$ cat config.mk
export PLATFORM = sky130hd
export DESIGN_NAME = multicycle_ctrl_flat
export DESIGN_NICKNAME = d
export VERILOG_FILES = /design/src/rtl/multicycle_ctrl_pkg.sv /design/src/rtl/multicycle_ctrl_if.sv /design/src/rtl/multicycle_ctrl_decode.sv /design/src/rtl/multicycle_ctrl.sv /design/src/flat_wrapper.sv
export SDC_FILE = /design/constraint.sdc
export NUM_CORES = 1
export LEC_CHECK = 0
export ABC_AREA = 1
export BUFFER_PORTS_ARGS = -buffer_cell sky130_fd_sc_hd__clkbuf_2
export CAP_MARGIN = 20
export CORE_AREA = 2 2 42 44
export DETAILED_ROUTE_END_ITERATION = 12
export DIE_AREA = 0 0 44 46
export GPL_TIMING_DRIVEN = 0
export PLACE_DENSITY = 0.85
export RECOVER_POWER = 100
export SLEW_MARGIN = 20
export SYNTH_ARGS = -nofsm -noshare
export SYNTH_HDL_FRONTEND = slang
export SYNTH_SLANG_ARGS = --single-unit
$ cat constraint.sdc
create_clock -name clk -period 1.4 [get_ports clk]
set_input_delay 0.35 -clock clk [delete_from_list [all_inputs] [get_ports clk]]
set_output_delay 0.35 -clock clk [all_outputs]
set_load 0.01 [all_outputs]
$ cat src/rtl/multicycle_ctrl_pkg.sv
// Shared definitions for the multicycle CPU controller: ISA opcodes, datapath
// select encodings, FSM state enum and the packed control vector.
package multicycle_ctrl_pkg;

  localparam int OPW = 4;

  localparam logic [3:0] OP_ADD  = 4'h0;
  localparam logic [3:0] OP_SUB  = 4'h1;
  localparam logic [3:0] OP_AND  = 4'h2;
  localparam logic [3:0] OP_OR   = 4'h3;
  localparam logic [3:0] OP_XOR  = 4'h4;
  localparam logic [3:0] OP_NOP  = 4'h5;
  localparam logic [3:0] OP_LD   = 4'h6;
  localparam logic [3:0] OP_ST   = 4'h7;
  localparam logic [3:0] OP_BEQZ = 4'h8;
  localparam logic [3:0] OP_JMP  = 4'h9;
  localparam logic [3:0] OP_LI   = 4'hA;
  localparam logic [3:0] OP_HALT = 4'hF;

  localparam logic [2:0] ALU_ADD   = 3'd0;
  localparam logic [2:0] ALU_SUB   = 3'd1;
  localparam logic [2:0] ALU_AND   = 3'd2;
  localparam logic [2:0] ALU_OR    = 3'd3;
  localparam logic [2:0] ALU_XOR   = 3'd4;
  localparam logic [2:0] ALU_PASSB = 3'd5;

  localparam logic [1:0] SRCA_PC   = 2'b00;
  localparam logic [1:0] SRCA_A    = 2'b01;
  localparam logic [1:0] SRCA_ZERO = 2'b10;

  localparam logic [1:0] SRCB_B    = 2'b00;
  localparam logic [1:0] SRCB_ONE  = 2'b01;
  localparam logic [1:0] SRCB_IMM  = 2'b10;

  localparam logic [1:0] PCSEL_SEQ = 2'b00;
  localparam logic [1:0] PCSEL_BR  = 2'b01;
  localparam logic [1:0] PCSEL_JMP = 2'b10;

  // Encoding 4'hF is deliberately unused and recovers to S_IF1.
  typedef enum logic [3:0] {
    S_IF1   = 4'd0,
    S_IF2   = 4'd1,
    S_ID    = 4'd2,
    S_EXR   = 4'd3,
    S_EXI   = 4'd4,
    S_WB    = 4'd5,
    S_MA    = 4'd6,
    S_MR    = 4'd7,
    S_MR2   = 4'd8,
    S_WBL   = 4'd9,
    S_MW    = 4'd10,
    S_BR    = 4'd11,
    S_JP    = 4'd12,
    S_HALTE = 4'd13,
    S_HALT  = 4'd14
  } state_e;

  typedef struct packed {
    logic       IRload;
    logic       Aload;
    logic       Bload;
    logic       ALUOutLoad;
    logic       MDRload;
    logic       RegWrite;
    logic       MemRead;
    logic       MemWrite;
    logic       MemToReg;
    logic [1:0] ALUSrcA;
    logic [1:0] ALUSrcB;
    logic [2:0] ALUOp;
    logic       PCWrite;
    logic [1:0] PCSel;
    logic       AddrSel;
    logic       halted;
    logic       illegal_op;
    logic       retire;
  } ctrl_t;

  function automatic logic is_rtype(input logic [3:0] op);
    return (op <= OP_XOR);
  endfunction

  function automatic logic is_illegal(input logic [3:0] op);
    return (op >= 4'hB) && (op <= 4'hE);
  endfunction

endpackage

$ cat src/rtl/multicycle_ctrl_if.sv
// Controller <-> datapath bundle: decoded instruction status in, control
// strobes and status flags out. The controller uses the master side.
interface multicycle_ctrl_if;
  logic [3:0] opcode;
  logic       zero;
  logic       IRload;
  logic       Aload;
  logic       Bload;
  logic       ALUOutLoad;
  logic       MDRload;
  logic       RegWrite;
  logic       MemRead;
  logic       MemWrite;
  logic       MemToReg;
  logic [1:0] ALUSrcA;
  logic [1:0] ALUSrcB;
  logic [2:0] ALUOp;
  logic       PCWrite;
  logic [1:0] PCSel;
  logic       AddrSel;
  logic       halted;
  logic       illegal_op;
  logic       retire;

  modport master (
    input  opcode, zero,
    output IRload, Aload, Bload, ALUOutLoad, MDRload, RegWrite,
           MemRead, MemWrite, MemToReg, ALUSrcA, ALUSrcB, ALUOp,
           PCWrite, PCSel, AddrSel, halted, illegal_op, retire
  );

  modport slave (
    output opcode, zero,
    input  IRload, Aload, Bload, ALUOutLoad, MDRload, RegWrite,
           MemRead, MemWrite, MemToReg, ALUSrcA, ALUSrcB, ALUOp,
           PCWrite, PCSel, AddrSel, halted, illegal_op, retire
  );
endinterface

$ cat src/rtl/multicycle_ctrl_decode.sv
// Moore output decode: maps the current state (plus opcode in ID/EXR and the
// zero flag in BR) to the full datapath control vector. Purely combinational.
module multicycle_ctrl_decode
  import multicycle_ctrl_pkg::*;
(
  input  state_e     state_i,
  input  logic [3:0] opcode_i,
  input  logic       zero_i,
  output ctrl_t      ctrl_o
);

  always_comb begin
    ctrl_o = '0;
    case (state_i)
      S_IF2: begin
        ctrl_o.MemRead = 1'b1;
        ctrl_o.AddrSel = 1'b0;
        ctrl_o.IRload  = 1'b1;
        ctrl_o.PCWrite = 1'b1;
        ctrl_o.PCSel   = PCSEL_SEQ;
      end
      S_ID: begin
        ctrl_o.Aload = 1'b1;
        ctrl_o.Bload = 1'b1;
        // Branch target uses the already-incremented PC, so PC+1+imm.
        if (opcode_i == OP_BEQZ) begin
          ctrl_o.ALUSrcA    = SRCA_PC;
          ctrl_o.ALUSrcB    = SRCB_IMM;
          ctrl_o.ALUOp      = ALU_ADD;
          ctrl_o.ALUOutLoad = 1'b1;
        end
        if (opcode_i == OP_NOP) begin
          ctrl_o.retire = 1'b1;
        end
        if (is_illegal(opcode_i)) begin
          ctrl_o.retire     = 1'b1;
          ctrl_o.illegal_op = 1'b1;
        end
      end
      S_EXR: begin
        ctrl_o.ALUSrcA    = SRCA_A;
        ctrl_o.ALUSrcB    = SRCB_B;
        ctrl_o.ALUOp      = opcode_i[2:0];
        ctrl_o.ALUOutLoad = 1'b1;
      end
      S_EXI: begin
        ctrl_o.ALUSrcB    = SRCB_IMM;
        ctrl_o.ALUOp      = ALU_PASSB;
        ctrl_o.ALUOutLoad = 1'b1;
      end
      S_WB: begin
        ctrl_o.RegWrite = 1'b1;
        ctrl_o.MemToReg = 1'b0;
        ctrl_o.retire   = 1'b1;
      end
      S_MA: begin
        ctrl_o.ALUSrcA    = SRCA_ZERO;
        ctrl_o.ALUSrcB    = SRCB_IMM;
        ctrl_o.ALUOp      = ALU_ADD;
        ctrl_o.ALUOutLoad = 1'b1;
      end
      S_MR: begin
        ctrl_o.MemRead = 1'b1;
        ctrl_o.AddrSel = 1'b1;
      end
      S_MR2: begin
        ctrl_o.MemRead = 1'b1;
        ctrl_o.AddrSel = 1'b1;
        ctrl_o.MDRload = 1'b1;
      end
      S_WBL: begin
        ctrl_o.RegWrite = 1'b1;
        ctrl_o.MemToReg = 1'b1;
        ctrl_o.retire   = 1'b1;
      end
      S_MW: begin
        ctrl_o.MemWrite = 1'b1;
        ctrl_o.AddrSel  = 1'b1;
        ctrl_o.retire   = 1'b1;
      end
      S_BR: begin
        ctrl_o.PCWrite = zero_i;
        ctrl_o.PCSel   = PCSEL_BR;
        ctrl_o.retire  = 1'b1;
      end
      S_JP: begin
        ctrl_o.PCWrite = 1'b1;
        ctrl_o.PCSel   = PCSEL_JMP;
        ctrl_o.retire  = 1'b1;
      end
      S_HALTE: begin
        ctrl_o.halted = 1'b1;
        ctrl_o.retire = 1'b1;
      end
      S_HALT: begin
        ctrl_o.halted = 1'b1;
      end
      // S_IF1 and any undefined encoding behave as instruction fetch.
      default: begin
        ctrl_o.MemRead    = 1'b1;
        ctrl_o.AddrSel    = 1'b0;
        ctrl_o.ALUSrcA    = SRCA_PC;
        ctrl_o.ALUSrcB    = SRCB_ONE;
        ctrl_o.ALUOp      = ALU_ADD;
        ctrl_o.ALUOutLoad = 1'b1;
      end
    endcase
  end

endmodule

$ cat src/rtl/multicycle_ctrl.sv
// Multi-cycle control FSM for the 16-bit von Neumann CPU: state register,
// next-state sequencing, and reset-gated Moore outputs via the decode block.
module multicycle_ctrl
  import multicycle_ctrl_pkg::*;
#(
  parameter int OPW = 4
) (
  input  logic                clk,
  input  logic                reset,
  multicycle_ctrl_if.master   bus
);

  state_e         state_q, state_d;
  logic [OPW-1:0] opcode;
  ctrl_t          ctrl_dec;
  ctrl_t          ctrl;

  assign opcode = bus.opcode;

  always_ff @(posedge clk or posedge reset) begin
    if (reset) state_q <= S_IF1;
    else       state_q <= state_d;
  end

  always_comb begin
    state_d = S_IF1;
    case (state_q)
      S_IF1: state_d = S_IF2;
      S_IF2: state_d = S_ID;
      S_ID: begin
        if (is_rtype(opcode))                       state_d = S_EXR;
        else if (opcode == OP_LI)                   state_d = S_EXI;
        else if (opcode == OP_LD || opcode == OP_ST) state_d = S_MA;
        else if (opcode == OP_BEQZ)                 state_d = S_BR;
        else if (opcode == OP_JMP)                  state_d = S_JP;
        else if (opcode == OP_HALT)                 state_d = S_HALTE;
        else                                        state_d = S_IF1;
      end
      S_EXR:   state_d = S_WB;
      S_EXI:   state_d = S_WB;
      S_MA:    state_d = (opcode == OP_LD) ? S_MR : S_MW;
      S_MR:    state_d = S_MR2;
      S_MR2:   state_d = S_WBL;
      S_HALTE: state_d = S_HALT;
      S_HALT:  state_d = S_HALT;
      default: state_d = S_IF1;
    endcase
  end

  multicycle_ctrl_decode u_decode (
    .state_i  (state_q),
    .opcode_i (bus.opcode),
    .zero_i   (bus.zero),
    .ctrl_o   (ctrl_dec)
  );

  // Reset gates outputs combinationally so an in-flight write dies instantly.
  assign ctrl = reset ? '0 : ctrl_dec;

  assign bus.IRload     = ctrl.IRload;
  assign bus.Aload      = ctrl.Aload;
  assign bus.Bload      = ctrl.Bload;
  assign bus.ALUOutLoad = ctrl.ALUOutLoad;
  assign bus.MDRload    = ctrl.MDRload;
  assign bus.RegWrite   = ctrl.RegWrite;
  assign bus.MemRead    = ctrl.MemRead;
  assign bus.MemWrite   = ctrl.MemWrite;
  assign bus.MemToReg   = ctrl.MemToReg;
  assign bus.ALUSrcA    = ctrl.ALUSrcA;
  assign bus.ALUSrcB    = ctrl.ALUSrcB;
  assign bus.ALUOp      = ctrl.ALUOp;
  assign bus.PCWrite    = ctrl.PCWrite;
  assign bus.PCSel      = ctrl.PCSel;
  assign bus.AddrSel    = ctrl.AddrSel;
  assign bus.halted     = ctrl.halted;
  assign bus.illegal_op = ctrl.illegal_op;
  assign bus.retire     = ctrl.retire;

endmodule

$ cat src/flat_wrapper.sv
// flat-port wrapper written by rule: the top's interface ports become plain ports
module multicycle_ctrl_flat import multicycle_ctrl_pkg::*;
#(
  parameter int OPW = 4
)
  (clk, reset, bus_opcode, bus_zero, bus_IRload, bus_Aload, bus_Bload, bus_ALUOutLoad, bus_MDRload, bus_RegWrite, bus_MemRead, bus_MemWrite, bus_MemToReg, bus_ALUSrcA, bus_ALUSrcB, bus_ALUOp, bus_PCWrite, bus_PCSel, bus_AddrSel, bus_halted, bus_illegal_op, bus_retire);
  multicycle_ctrl_if bus_i ();
  input  logic clk;
  input  logic reset;
  input wire logic [$bits(bus_i.opcode)-1:0] bus_opcode;
  input wire logic [$bits(bus_i.zero)-1:0] bus_zero;
  output wire logic [$bits(bus_i.IRload)-1:0] bus_IRload;
  output wire logic [$bits(bus_i.Aload)-1:0] bus_Aload;
  output wire logic [$bits(bus_i.Bload)-1:0] bus_Bload;
  output wire logic [$bits(bus_i.ALUOutLoad)-1:0] bus_ALUOutLoad;
  output wire logic [$bits(bus_i.MDRload)-1:0] bus_MDRload;
  output wire logic [$bits(bus_i.RegWrite)-1:0] bus_RegWrite;
  output wire logic [$bits(bus_i.MemRead)-1:0] bus_MemRead;
  output wire logic [$bits(bus_i.MemWrite)-1:0] bus_MemWrite;
  output wire logic [$bits(bus_i.MemToReg)-1:0] bus_MemToReg;
  output wire logic [$bits(bus_i.ALUSrcA)-1:0] bus_ALUSrcA;
  output wire logic [$bits(bus_i.ALUSrcB)-1:0] bus_ALUSrcB;
  output wire logic [$bits(bus_i.ALUOp)-1:0] bus_ALUOp;
  output wire logic [$bits(bus_i.PCWrite)-1:0] bus_PCWrite;
  output wire logic [$bits(bus_i.PCSel)-1:0] bus_PCSel;
  output wire logic [$bits(bus_i.AddrSel)-1:0] bus_AddrSel;
  output wire logic [$bits(bus_i.halted)-1:0] bus_halted;
  output wire logic [$bits(bus_i.illegal_op)-1:0] bus_illegal_op;
  output wire logic [$bits(bus_i.retire)-1:0] bus_retire;
  assign bus_i.opcode = bus_opcode;
  assign bus_i.zero = bus_zero;
  assign bus_IRload = bus_i.IRload;
  assign bus_Aload = bus_i.Aload;
  assign bus_Bload = bus_i.Bload;
  assign bus_ALUOutLoad = bus_i.ALUOutLoad;
  assign bus_MDRload = bus_i.MDRload;
  assign bus_RegWrite = bus_i.RegWrite;
  assign bus_MemRead = bus_i.MemRead;
  assign bus_MemWrite = bus_i.MemWrite;
  assign bus_MemToReg = bus_i.MemToReg;
  assign bus_ALUSrcA = bus_i.ALUSrcA;
  assign bus_ALUSrcB = bus_i.ALUSrcB;
  assign bus_ALUOp = bus_i.ALUOp;
  assign bus_PCWrite = bus_i.PCWrite;
  assign bus_PCSel = bus_i.PCSel;
  assign bus_AddrSel = bus_i.AddrSel;
  assign bus_halted = bus_i.halted;
  assign bus_illegal_op = bus_i.illegal_op;
  assign bus_retire = bus_i.retire;
  multicycle_ctrl #(.OPW(OPW)) u_core (.clk(clk), .reset(reset), .bus(bus_i));
endmodule
==> impl_metrics.csv <==
group,metric,value,unit
drt,drtIter0Drc,40,
floorplan,boundaryPins,30,
power_and_ir_drop,p_int,0.800,mW
critical_path,arrival,1.36,ns
timing,fin_ws,-0.315,ns
drt,avgRoutedWirePerCell,12.8,um
grt,grt_antenna_before_repair,0,
drt,drc,0,
clocking,cts_tree,"done",
cells_and_area,multiInputGateArea,572,sq um
placed_design,io_buffers,29,
cells_and_area,regMostFlops,"u_core.state_q",
drt,drt_first_pass_iters,4,
cells_and_area,instances_no_fill,197,
placed_design,placed_cells,180,
yosys,yosys-top-cells-count,"44 x nand2_1, 25 x nor2_1, 12 x inv_1",
power_and_ir_drop,power.leakage,0.660,nW
critical_path,end_kind,"output pin",
power_and_ir_drop,powerDensity,1560,nW/um^2
yosys,yosys_most_used_dff,"dfrtp_1",
yosys,netlist_area,698,sq um
placed_design,place_congestion,0.972,
yosys,synth_most_common_cell,"nand2_1",
timing,drv_slew,0,
outcome,violations,"negative setup slack",
yosys,synthTopCellsByArea,"nand2_1 24%, dfrtp_1 14%, nor2_1 13%",
power_and_ir_drop,pwr-share-seq,0.177,
worst_hold_path,hold_class,"in2async",
grt,grt_usage,0.236,
yosys,synth_top_cell_area_share,0.237,
yosys,yosysWarnings,0,
clocking,htree_levels,1,
floorplan,chipWidth,44,um
timing,hold_viol_final,0,
clocking,clkTransAtPathRegs,0.04,ns
yosys,async_reset_ff_frac,1.00,
timing,setup_viol,23,
floorplan,core-area,1610,sq um
power_and_ir_drop,power,1.72,mW
yosys,syn_inst,134,
yosys,synth_edf_count,0,
cells_and_area,drive_above_1_share,0.494,
cells_and_area,fillers,137,
cells_and_area,nets,189,
cells_and_area,largest_reg_flops,4,
critical_path,critPathLaunchType,"register",
timing,fin_worst_skew,0.00638,ns
yosys,avgSynthCellArea,5.21,sq um
cells_and_area,stdcell_area,1100,sq um
clocking,clk_path_buf_depth,2,
timing,rsz0062_at_grt,"yes",
clocking,cts_sinks,4,
timing,period_share,1.22,
cells_and_area,reg_top3,"u_core.state_q: 4 flops",
placed_design,placed_cell_area,867,sq um
critical_path,path_class,"reg2out",
floorplan,start_util,0.433,
grt,grt_max_degree,11,
drt,vias,1062,
cells_and_area,antenna_cells,0,
drt,drt_wl_total,2510,um
timing,worstMarginPinSlew,0.263,ns
clocking,clock_latency,0.23,ns
cells_and_area,regArea,105,sq um
yosys,yosys.area.top_type,"nand2_1",
grt,grt-ovfl-total,0,
power_and_ir_drop,ir_worst_vdd,0.732,mV
flow_run,maxCapViolations,0,
critical_path,worstPathRequired,1.05,ns
drt,ant_nets,0,
placed_design,hpwl,1670,um
grt,grt_pass1_wl,3710,um
yosys,ys_ff_latch,4,
yosys,ys_types,24,
yosys,synth.net_count,141,
cells_and_area,area_growth,57.7,%
critical_path,critPathMaxFanout,5,
timing,maxSlewHeadroom,0.824,
yosys,yosysSeqAreaShare,0.143,
floorplan,die_area,2020,sq um
power_and_ir_drop,switchingPower,0.916,mW
floorplan,dieHeight,46,um
drt,vias_per_cell,5.39,
clocking,cts_root_buf,"clkbuf_4",
outcome,status,"finished, violations left",
floorplan,rows,15,
power_and_ir_drop,comb_power_share,0.741,
grt,grt_pass1_vias,957,
timing,clock.fmax,583,MHz
power_and_ir_drop,sw_frac_of_total,0.534,
power_and_ir_drop,p_clk_frac,0.081,
timing,fin_crit,1.71,ns
clocking,cts_buffers,3,
[cells in the final DEF (no fill, tap or decap), types with 6 or more instances in the layout]
cell,netlist,final
nor2_4,3,6
nor2_1,25,23
nand3_1,7,6
buf_4,1,13
nand2_1,44,40
nand2_2,5,7
buf_2,2,17
clkbuf_2,0,11
inv_1,12,11
[final timing paths]
path	from	to	slack [ns]	depth (start not counted)
worst max-delay path	u_core.state_q[2]	bus_retire	-0.31	6
worst min register to register	u_core.state_q[2]	u_core.state_q[2]	0.91	6
max in group asynchronous	reset	u_core.state_q[0]	1.14	2
worst min-delay path	reset	u_core.state_q[1]	0.03	2
min in group clk	bus_opcode[1]	u_core.state_q[3]	0.60	6
worst max register to register	u_core.state_q[0]	u_core.state_q[3]	0.11	8
[kinds of logic after synthesis]
logic type      after synthesis  synth area share
flops                         4             0.143
simple gates                 93             0.602
buf+inv                      24             0.140
compound gates               13             0.115
[layout make-up]
| class | count | share of cell area |
|---|---|---|
| Sequential cell | 4 | 0.0955 |
| Timing Repair Buffer | 43 | 0.239 |
| Tap cell | 17 | 0.0193 |
| Buffer | 3 | 0.0216 |
| Inverter | 21 | 0.0852 |
| Multi-Input combinational cell | 106 | 0.519 |
| Clock buffer | 3 | 0.0205 |
[worst max-delay path, stage by stage, from the launching register on]
cell and delay, ns:
dfrtp_2 0.45, inv_4 0.06, buf_4 0.14, o22ai_1 0.17, nand3_1 0.11, nand2_1 0.07, buf_2 0.12
[repair_timing]
| item | in CTS | in global routing |
|---|---|---|
| resized for setup | 17 | 31 |
| setup endpoints to repair | 23 | 23 |
| setup buffers | 10 | 4 |
| hold buffers | 0 | 0 |
| pin swaps | 7 | 10 |
[routing by layer]
layer / GRT usage / part of all wire
met5: 0 / 0
met4: 0.109 / 0.010
met3: 0.0198 / 0.060
met2: 0.447 / 0.54
met1: 0.265 / 0.39
[per-stage QoR]
step / utilization / TNS (ns) / setup WS [ns] / hold WS [ns]
final: 0.682 / -5.76 / -0.315 / 0.0287
after global routing: 0.682 / -7.14 / -0.380 / 0.0443
after CTS: 0.633 / -5.30 / -0.297 / 0.0274
after detailed placement: 0.537 / -1.81 / -0.130 / 0.274
after global placement: 0.537 / -1.68 / -0.145 / 0.271
after floorplan: - / 0 / 0.0399 / 0.140
[power groups by stage]
stage / logic (mW) / registers (mW) / clock network, mW
after floorplan: 0.649 / 0.236 / 0
after global placement: 0.866 / 0.256 / 0
after detailed placement: 0.881 / 0.254 / 0
after CTS: 1.09 / 0.296 / 0.143
after global routing: 1.38 / 0.310 / 0.153
final: 1.27 / 0.305 / 0.139
Note: power is estimated with default switching activity, not from simulation.
